## src/rtl/ep_memroute.sv

```systemverilog
// ep_memroute: routes the core's secondary memory bus to boot ROM, video
// dual-port RAM or the SDRAM controller. Each access stalls the core until
// the selected backend completes; read data is captured into a register.
// Optional build macro: EP_MEMROUTE_P07RAM_EN -- when defined, the upper
// 8 KB of page 8'h07 is served by SDRAM instead of ROM.
`timescale 1ns/1ps
module ep_memroute #(
    parameter int          ADDR_W  = 22,
    parameter logic [7:0]  ROM_TOP = 8'h08,
    parameter logic [7:0]  RAM_LO  = 8'hBC,
    parameter logic [7:0]  VRM_LO  = 8'hFC,
    parameter int          ROM_LAT = 2,
    parameter int          TO_CYC  = 64
) (
    input  logic              clock32,
    input  logic              reset,
    input  logic              rd,
    input  logic              wr,
    input  logic [ADDR_W-1:0] a,
    input  logic [7:0]        d,
    output logic [7:0]        q,
    output logic              stall,
    output logic              err,
    output logic [ADDR_W-1:0] oa,
    output logic [7:0]        od,
    input  logic [7:0]        romQ,
    input  logic [7:0]        dprQ,
    output logic              dprW,
    output logic              sdrRd,
    output logic              sdrWr,
    input  logic              sdrAck,
    input  logic [7:0]        sdrQ
);

    typedef enum logic [2:0] {
        IDLE = 3'd0,
        ROMW = 3'd1,
        DPRA = 3'd2,
        SDRW = 3'd3,
        DONE = 3'd4
    } state_t;

    typedef enum logic [1:0] {
        TGT_NONE = 2'd0,
        TGT_ROM  = 2'd1,
        TGT_DPR  = 2'd2,
        TGT_SDR  = 2'd3
    } tgt_t;

    // One counter serves both the ROM latency countdown and the SDRAM timeout.
    localparam logic [9:0] ROM_LOAD = 10'(ROM_LAT - 1);
    localparam logic [9:0] TO_LAST  = 10'(TO_CYC - 1);

    state_t      state_r, state_s;
    tgt_t        tgt_s;
    logic [9:0]  cnt_r, cnt_s;
    logic [7:0]  page_s;
    logic        p07_s;
    logic [7:0]  q_s, od_s;
    logic [ADDR_W-1:0] oa_s;
    logic        err_s, stall_s, dprw_s, sdrrd_s, sdrwr_s;

    assign page_s = a[ADDR_W-1 -: 8];

`ifdef EP_MEMROUTE_P07RAM_EN
    assign p07_s = (page_s == 8'h07) && a[13];
`else
    assign p07_s = 1'b0;
`endif

    // Page decode in priority order: video RAM, SDRAM, ROM, unmapped.
    always_comb begin
        tgt_s = TGT_NONE;
        if (page_s >= VRM_LO) begin
            tgt_s = TGT_DPR;
        end else if (page_s >= RAM_LO) begin
            tgt_s = TGT_SDR;
        end else if (p07_s) begin
            tgt_s = TGT_SDR;
        end else if (page_s < ROM_TOP) begin
            tgt_s = TGT_ROM;
        end else begin
            tgt_s = TGT_NONE;
        end
    end

    // Next-state and next-output logic; all outputs are registered below.
    always_comb begin
        state_s = state_r;
        cnt_s   = cnt_r;
        q_s     = q;
        err_s   = err;
        oa_s    = oa;
        od_s    = od;
        dprw_s  = 1'b0;
        sdrrd_s = sdrRd;
        sdrwr_s = sdrWr;
        case (state_r)
            IDLE: begin
                if (rd || wr) begin
                    oa_s  = a;
                    od_s  = d;
                    cnt_s = 10'd0;
                    case (tgt_s)
                        TGT_DPR: begin
                            state_s = DPRA;
                            dprw_s  = wr;
                        end
                        TGT_SDR: begin
                            state_s = SDRW;
                            sdrwr_s = wr;
                            sdrrd_s = ~wr;
                        end
                        TGT_ROM: begin
                            if (wr) begin
                                state_s = DONE;
                            end else begin
                                state_s = ROMW;
                                cnt_s   = ROM_LOAD;
                            end
                        end
                        default: begin
                            state_s = DONE;
                            if (!wr) begin
                                q_s = 8'hFF;
                            end else begin
                                q_s = q;
                            end
                        end
                    endcase
                end else begin
                    state_s = IDLE;
                end
            end
            ROMW: begin
                if (cnt_r == 10'd0) begin
                    q_s     = romQ;
                    state_s = IDLE;
                end else begin
                    cnt_s = cnt_r - 10'd1;
                end
            end
            DPRA: begin
                // dprW is only high here for a write, so it selects the capture.
                if (!dprW) begin
                    q_s = dprQ;
                end else begin
                    q_s = q;
                end
                state_s = IDLE;
            end
            SDRW: begin
                // Ack is checked first so an ack on the timeout clock wins.
                if (sdrAck) begin
                    if (sdrRd) begin
                        q_s = sdrQ;
                    end else begin
                        q_s = q;
                    end
                    sdrrd_s = 1'b0;
                    sdrwr_s = 1'b0;
                    state_s = IDLE;
                end else if (cnt_r == TO_LAST) begin
                    if (sdrRd) begin
                        q_s = 8'hFF;
                    end else begin
                        q_s = q;
                    end
                    err_s   = 1'b1;
                    sdrrd_s = 1'b0;
                    sdrwr_s = 1'b0;
                    state_s = IDLE;
                end else begin
                    cnt_s = cnt_r + 10'd1;
                end
            end
            DONE: begin
                state_s = IDLE;
            end
            default: begin
                state_s = IDLE;
                sdrrd_s = 1'b0;
                sdrwr_s = 1'b0;
            end
        endcase
        stall_s = (state_s != IDLE);
    end

    // State, counter and output registers with asynchronous reset.
    always_ff @(posedge clock32 or negedge reset) begin
        if (!reset) begin
            state_r <= IDLE;
            cnt_r   <= 10'd0;
            q       <= 8'hFF;
            stall   <= 1'b0;
            err     <= 1'b0;
            oa      <= '0;
            od      <= 8'h00;
            dprW    <= 1'b0;
            sdrRd   <= 1'b0;
            sdrWr   <= 1'b0;
        end else begin
            state_r <= state_s;
            cnt_r   <= cnt_s;
            q       <= q_s;
            stall   <= stall_s;
            err     <= err_s;
            oa      <= oa_s;
            od      <= od_s;
            dprW    <= dprw_s;
            sdrRd   <= sdrrd_s;
            sdrWr   <= sdrwr_s;
        end
    end

endmodule

```

## config.mk

```make
export PLATFORM = sky130hd
export DESIGN_NAME = ep_memroute
export DESIGN_NICKNAME = d
export VERILOG_FILES = /design/src/rtl/ep_memroute.sv
export SDC_FILE = /design/constraint.sdc
export NUM_CORES = 1
export LEC_CHECK = 0
export BUFFER_PORTS_ARGS = -buffer_cell sky130_fd_sc_hd__buf_4
export CELL_PAD_IN_SITES_DETAIL_PLACEMENT = 0
export CELL_PAD_IN_SITES_GLOBAL_PLACEMENT = 1
export CORE_ASPECT_RATIO = 1.2
export CORE_UTILIZATION = 37
export CTS_BUF_LIST = sky130_fd_sc_hd__clkbuf_16
export DETAILED_ROUTE_END_ITERATION = 8
export PLACE_DENSITY_LB_ADDON = 0.1
export SETUP_SLACK_MARGIN = 0.3
export SYNTH_ARGS = -nofsm -noshare
export SYNTH_HDL_FRONTEND = slang
export SYNTH_SLANG_ARGS = --single-unit
```

## constraint.sdc

```tcl
create_clock -name clock32 -period 3 [get_ports clock32]
set_input_delay 0.6 -clock clock32 [delete_from_list [all_inputs] [get_ports clock32]]
set_output_delay 0.6 -clock clock32 [all_outputs]
set_load 0.01 [all_outputs]
```

# ---- After elaboration in Yosys (flattened, before gate mapping)
# Cells that the tools add are included.
dict set report word_totals {
  ff_bits 56
  inputBits 59
  output_inout_bits 43
  elab_cells 89
}
dict set report op_classes {
  addsub 2
  n_lt_le_gt_ge 3
  n_eq_ne 20
  mux 38
  n_bitwise 3
  n_reduce_logical 13
}
# op n
set ops {}
lappend ops {{$mux W8} 9}
lappend ops {{$mux W10} 4}
lappend ops {{$pmux W8 S4} 1}
lappend ops {{$pmux W10 S3} 1}
lappend ops {{$pmux W3 S3} 2}
lappend ops {{$ge A8 B8 Y1 const B} 2}
lappend ops {{$ne A2 B2 Y1 const B} 8}
lappend ops {{$mux W3} 5}
lappend ops {{$mux W1} 12}
lappend ops {{$add A10 B1 Y10 const B} 1}
lappend ops {{$eq A10 B6 Y1 const B} 1}
lappend ops {{$logic_not A10 Y1} 1}
lappend ops {{$sub A10 B1 Y10 const B} 1}
lappend ops {{$ne A3 B3 Y1 const B} 3}
lappend ops {{$reduce_and A9 Y1} 1}
lappend ops {{$lt A8 B4 Y1 const B} 1}
lappend ops {{$eq A3 B2 Y1 const B} 2}
lappend ops {{$pmux W1 S3} 2}
lappend ops {{$reduce_bool A3 Y1} 2}
lappend ops {{$reduce_or A3 Y1} 2}
lappend ops {{$reduce_and A5 Y1} 1}
lappend ops {{$eq A2 B2 Y1 const B} 2}
lappend ops {{$mux W2} 2}
lappend ops {{$reduce_and A4 Y1} 1}
lappend ops {{10 further kinds} 12}

# ---- Longest topological paths before layout
dict set report logic_depth {
  word_depth 9
  depth_mapped 11
  ltp_nobuf 10
}

# ---- Least setup slack after synthesis
# Ideal clock, no wire load.
dict set report synth_timing {
  kind {reg2reg}
  startpoint {reg state_r[1]}
  endpoint {reg cnt_r[9]}
  setup_time_ns 0.121
  arrival_time_ns 2.350
  required_ns 2.879
  setup_slack_ns 0.529
  stages_incl_launch_ff 11
  path_buffers 2
  synth_period_minus_slack_ns 2.471
  cell_sequence {dfrtp_1 -> clkbuf_1 -> nand2_1 -> ha_1 -> clkbuf_1 -> nand4_1 -> or3_1 -> a31oi_1 -> o21ai_0 -> and3b_1 -> o22a_1}
}
dict set report synth_via {
  elab_chain_len 3
  elab_cells_between_ends 10
  cone_classes {6 x eq/ne; 1 x mux; 3 x reduce/logical}
}
# element line
set synth_lines {}
lappend synth_lines {{from (decl)} 54} ;# state_t state_r, state_s;
lappend synth_lines {{from (signal assigned)} 203} ;# state_r <= state_s;
lappend synth_lines {{$eq A3 B2 Y1 (tied with other cells)} 98} ;# case (state_r)
lappend synth_lines {{$ne A2 B2 Y1 (no line) / $reduce_bool A3 Y1 (equally long branches)} --}
lappend synth_lines {{$reduce_and A5 Y1 (no line)} --}
lappend synth_lines {{to (signal assigned)} 204} ;# cnt_r <= cnt_s;
lappend synth_lines {{to (decl)} 56} ;# logic [9:0] cnt_r, cnt_s;
# Parallel ways exist; a longest one is shown, timed or not.
# A chain may end at the register's enable or synchronous reset.

# ---- Final worst setup path
dict set report layout_timing {
  startpoint {reg state_r[2]}
  endpoint {reg cnt_r[7]}
}
# The elaborated chain is that of the path after synthesis.

==> results_dict.tcl <==
set metrics [dict create \
    cts_hold_buf 0 \
    synth_edf_count 0 \
    cp_common_cell "o21ai_0" \
    clock_skew_ns 0.00558 \
    fp.coreArea_sq_um 7710 \
    rsz0062_at_grt "true" \
    synthCells 322 \
    synth_compound_area_frac 0.157 \
    period_share 0.829 \
    drv_slew 0 \
    clock_latency_ns 0.29 \
    tns_ns 0 \
    reg2reg_to "cnt_r[7]$_DFFE_PN0P_" \
    max-vdd-ir-drop_mv 0.306 \
    synth-async-reset-ratio 1.00 \
    area_delta_synth_final_pct 33.6 \
    io_pins 102 \
    crit_path_max_fanout 10 \
    hold_ws_ns 0.346 \
    finalWorstPathRequiredPeriod_ns 2.49 \
    crit_chain "nor2b_1 > nand2_2 > ha_1 > o21ai_0 > o21ai_0 > a21o_1 > a21oi_1 > or4b_2 > nand3_1" \
    grt_pass1_wl_mm 12.4 \
    post_cts_resized 0 \
    clockBufferDepth 2 \
    r2r_cells 9 \
    nets 488 \
    worstSetupStartpointType "register" \
    muxShareOfSynthArea 0.0442 \
    crit_cells 9 \
    diodes 0 \
    synth_top_cell_area_share 0.408 \
    p_per_area_nw_per_um2 373 \
    ys.flop_type "dfrtp_1" \
    crit_path_top_delay_cell "or4b_2" \
    yosys.area.top_type "dfrtp_1" \
    wl_per_cell_um 14.2 \
    leakage_nw 2.00 \
    htree_levels 2 \
    ys_seq_area_frac 0.480 \
    gp_congestion 0.762 \
    initial_core_util 0.382 \
    gr-total-overflow 0 \
    path_buf_inv 0 \
    cp_data_required_time_ns 3.23 \
    remaining_drc_errors 0 \
    tightestPinTransition_ns 0.721 \
    cts.clk_slew.worst_paths_ns 0.07 \
    slew_headroom 0.519 \
    hold_viol_final 0 \
    tritoncts "built" \
    synthTopCellsByArea "dfrtp_1 (41%), nand2_1 (13%), dfstp_2 (7.1%)" \
    ys_ff_latch 56 \
    synth-xor-area-share 0.0119 \
    synth-simple-area-share 0.228 \
    antenna_found_initial 0 \
    synthAdderAreaFrac 0.0442 \
    outcome "finished clean" \
    clock_sinks 56 \
    portBuffers 101 \
    drt_iter0_markers 101 \
    root_buffer "clkbuf_16" \
    maxCapViolations 0 \
    num_rows 35 \
    crit_family "simple AND/OR/NAND/NOR gates" \
    wirelength_mm 7.31 \
    synth_nets 390 \
    arrival_ns 2.71 \
    max_stage_delay_ns 0.61 \
    vias 2622 \
    crit_end "cnt_r[7]$_DFFE_PN0P_" \
    critical_path_class "reg -> reg" \
    avgSynthCellArea_sq_um 9.14 \
    grt_pass1_vias 2555 \
    hpwl_mm 5.19 \
    fmax_mhz 402 \
    postRouteAntennaNets 0 \
    hp-class "in -> async" \
    synth.distinct_cells 54 \
    track_usage 0.183 \
    vias_per_cell 5.11 \
    grt_max_degree 57 \
    fill_cells 760 \
    die_w_um 83.4 \
    reg2reg_slack_ns 0.51 \
    drive_gt1_frac 0.323 \
    cp-startpoint "state_r[2]$_DFF_PN0_" \
    first_pass_iters 4 \
    yosysWarnings 0 \
    die_h_um 99.7 \
    setup_viol 0 \
    critPathCaptureType "register" \
    die_area_sq_um 8310 \
    cts_inserted_buffers 5 \
    synth_top_family_by_area "simple AND/OR/NAND/NOR gates" \
    post_cts_buffers 0 \
    r2r-start "state_r[2]$_DFF_PN0_" \
    syn_area_sq_um 2940 \
]
worst min path at each step:
stage / startpoint / end / depth (start not counted)
2_1_floorplan: reset / cnt_r[0]$_DFFE_PN0P_ / 0
4_1_cts: reset / oa[6]$_DFFE_PN0P_ / 1
6_report: reset / cnt_r[4]$_DFFE_PN0P_ / 1
3_5_place_dp: oa[17]$_DFFE_PN0P_ / oa[17]$_DFFE_PN0P_ / 2
5_1_grt: reset / dprW$_DFF_PN0_ / 1
3_3_place_gp: err$_DFFE_PN0P_ / err$_DFFE_PN0P_ / 1
area by class of cell:
type,instances,area (sq um),share of cell area
Sequential cell,56,1410,0.359
Timing Repair Buffer,105,788,0.201
Clock inverter,3,17.5,0.00446
Inverter,8,30.0,0.00764
Clock buffer,5,125,0.0318
Multi-Input combinational cell,244,1440,0.367
Tap cell,92,115,0.0293
layout by cell type (no fill, tap or decap), types with 2 or more instances in the layout:
master	netlist	layout
buf_4	1	105
nand2_1	99	98
dfrtp_1	48	48
o21ai_0	22	22
a21oi_1	16	16
inv_1	8	9
o22ai_1	8	8
mux2_4	8	8
ha_1	8	8
dfstp_2	8	8
nor3_1	7	7
nand3_1	7	7
nor2_1	5	5
clkbuf_16	0	5
o31ai_1	4	4
a211oi_1	4	4
a21o_1	4	4
nor2b_1	3	3
nand4_1	3	3
nand2b_1	3	3
and2_1	3	3
nor3b_1	3	3
or4_1	2	2
xnor2_1	2	2
o21a_1	2	2
o21bai_1	2	2
a311oi_1	2	2
xor2_1	2	2
or3_1	2	2
registers in the layout (all words and copies together) (netlist names), 3 cells and up:
| register | count |
|---|---|
| oa | 22 |
| od | 8 |
| cnt_r | 10 |
| q | 8 |
| state_r | 3 |
worst register-to-register path: stages, from the launching register on:
cell,delay [ns]
dfrtp_1,0.46
nor2b_1,0.17
nand2_2,0.17
ha_1,0.38
o21ai_0,0.11
o21ai_0,0.19
a21o_1,0.17
a21oi_1,0.08
or4b_2,0.61
nand3_1,0.08
synth_stat cells (2+ instances only):
library cell  count
a211oi_1          4
a21o_1            4
a21oi_1          16
a311oi_1          2
and2_1            3
buf_1             2
buf_6             2
clkbuf_1          8
dfrtp_1          48
dfstp_2           8
ha_1              8
inv_1             8
mux2_4            8
nand2_1          99
nand2b_1          3
nand3_1           7
nand4_1           3
nor2_1            5
nor2b_1           3
nor3_1            7
nor3b_1           3
o21a_1            2
o21ai_0          22
o21ai_1           2
o21bai_1          2
o22ai_1           8
o31ai_1           4
or3_1             2
or4_1             2
xnor2_1           2
xor2_1            2
where the power goes:
group	switching (W)	internal (W)	leakage [nW]
sequential	0.00000291	0.000764	0.713
clock	0.000277	0.000309	0.0754
combinational	0.0000437	0.0000684	1.22
routing by layer:
metal	wire length [um]	vias to the layer above	share of wire	track usage
met5	0	-	0	0
met4	97	0	0.013	0.0517
met3	433	8	0.059	0.0456
met2	3470	72	0.48	0.313
met1	3300	1226	0.45	0.231
li1	-	1316	-	-
kinds of logic (layout without fill, tap and decap cells):
group,count (synthesis),in the layout
DFF,56,56
muxes,9,9
and+or+nand+nor,146,146
AOI/OAI and AO/OA,75,75
xor gates and xnor gates,4,4
adders and majority gates,10,10
buffers and inverters,22,121
per-stage QoR:
stage               total power [W]  cell area [sq um]  instances  setup WS [ns]   util
floorplan                  0.000806               2940        322          0.529      -
global placement           0.000895               3780        505          0.398  0.490
detailed placement         0.000895               3780        505          0.407  0.490
CTS                         0.00148               3920        513          0.410  0.508
global route                0.00151               3930        513          0.271  0.510
finish                      0.00146               3930        513          0.512  0.510
No activity file was read; power rests on OpenSTA's default activity.
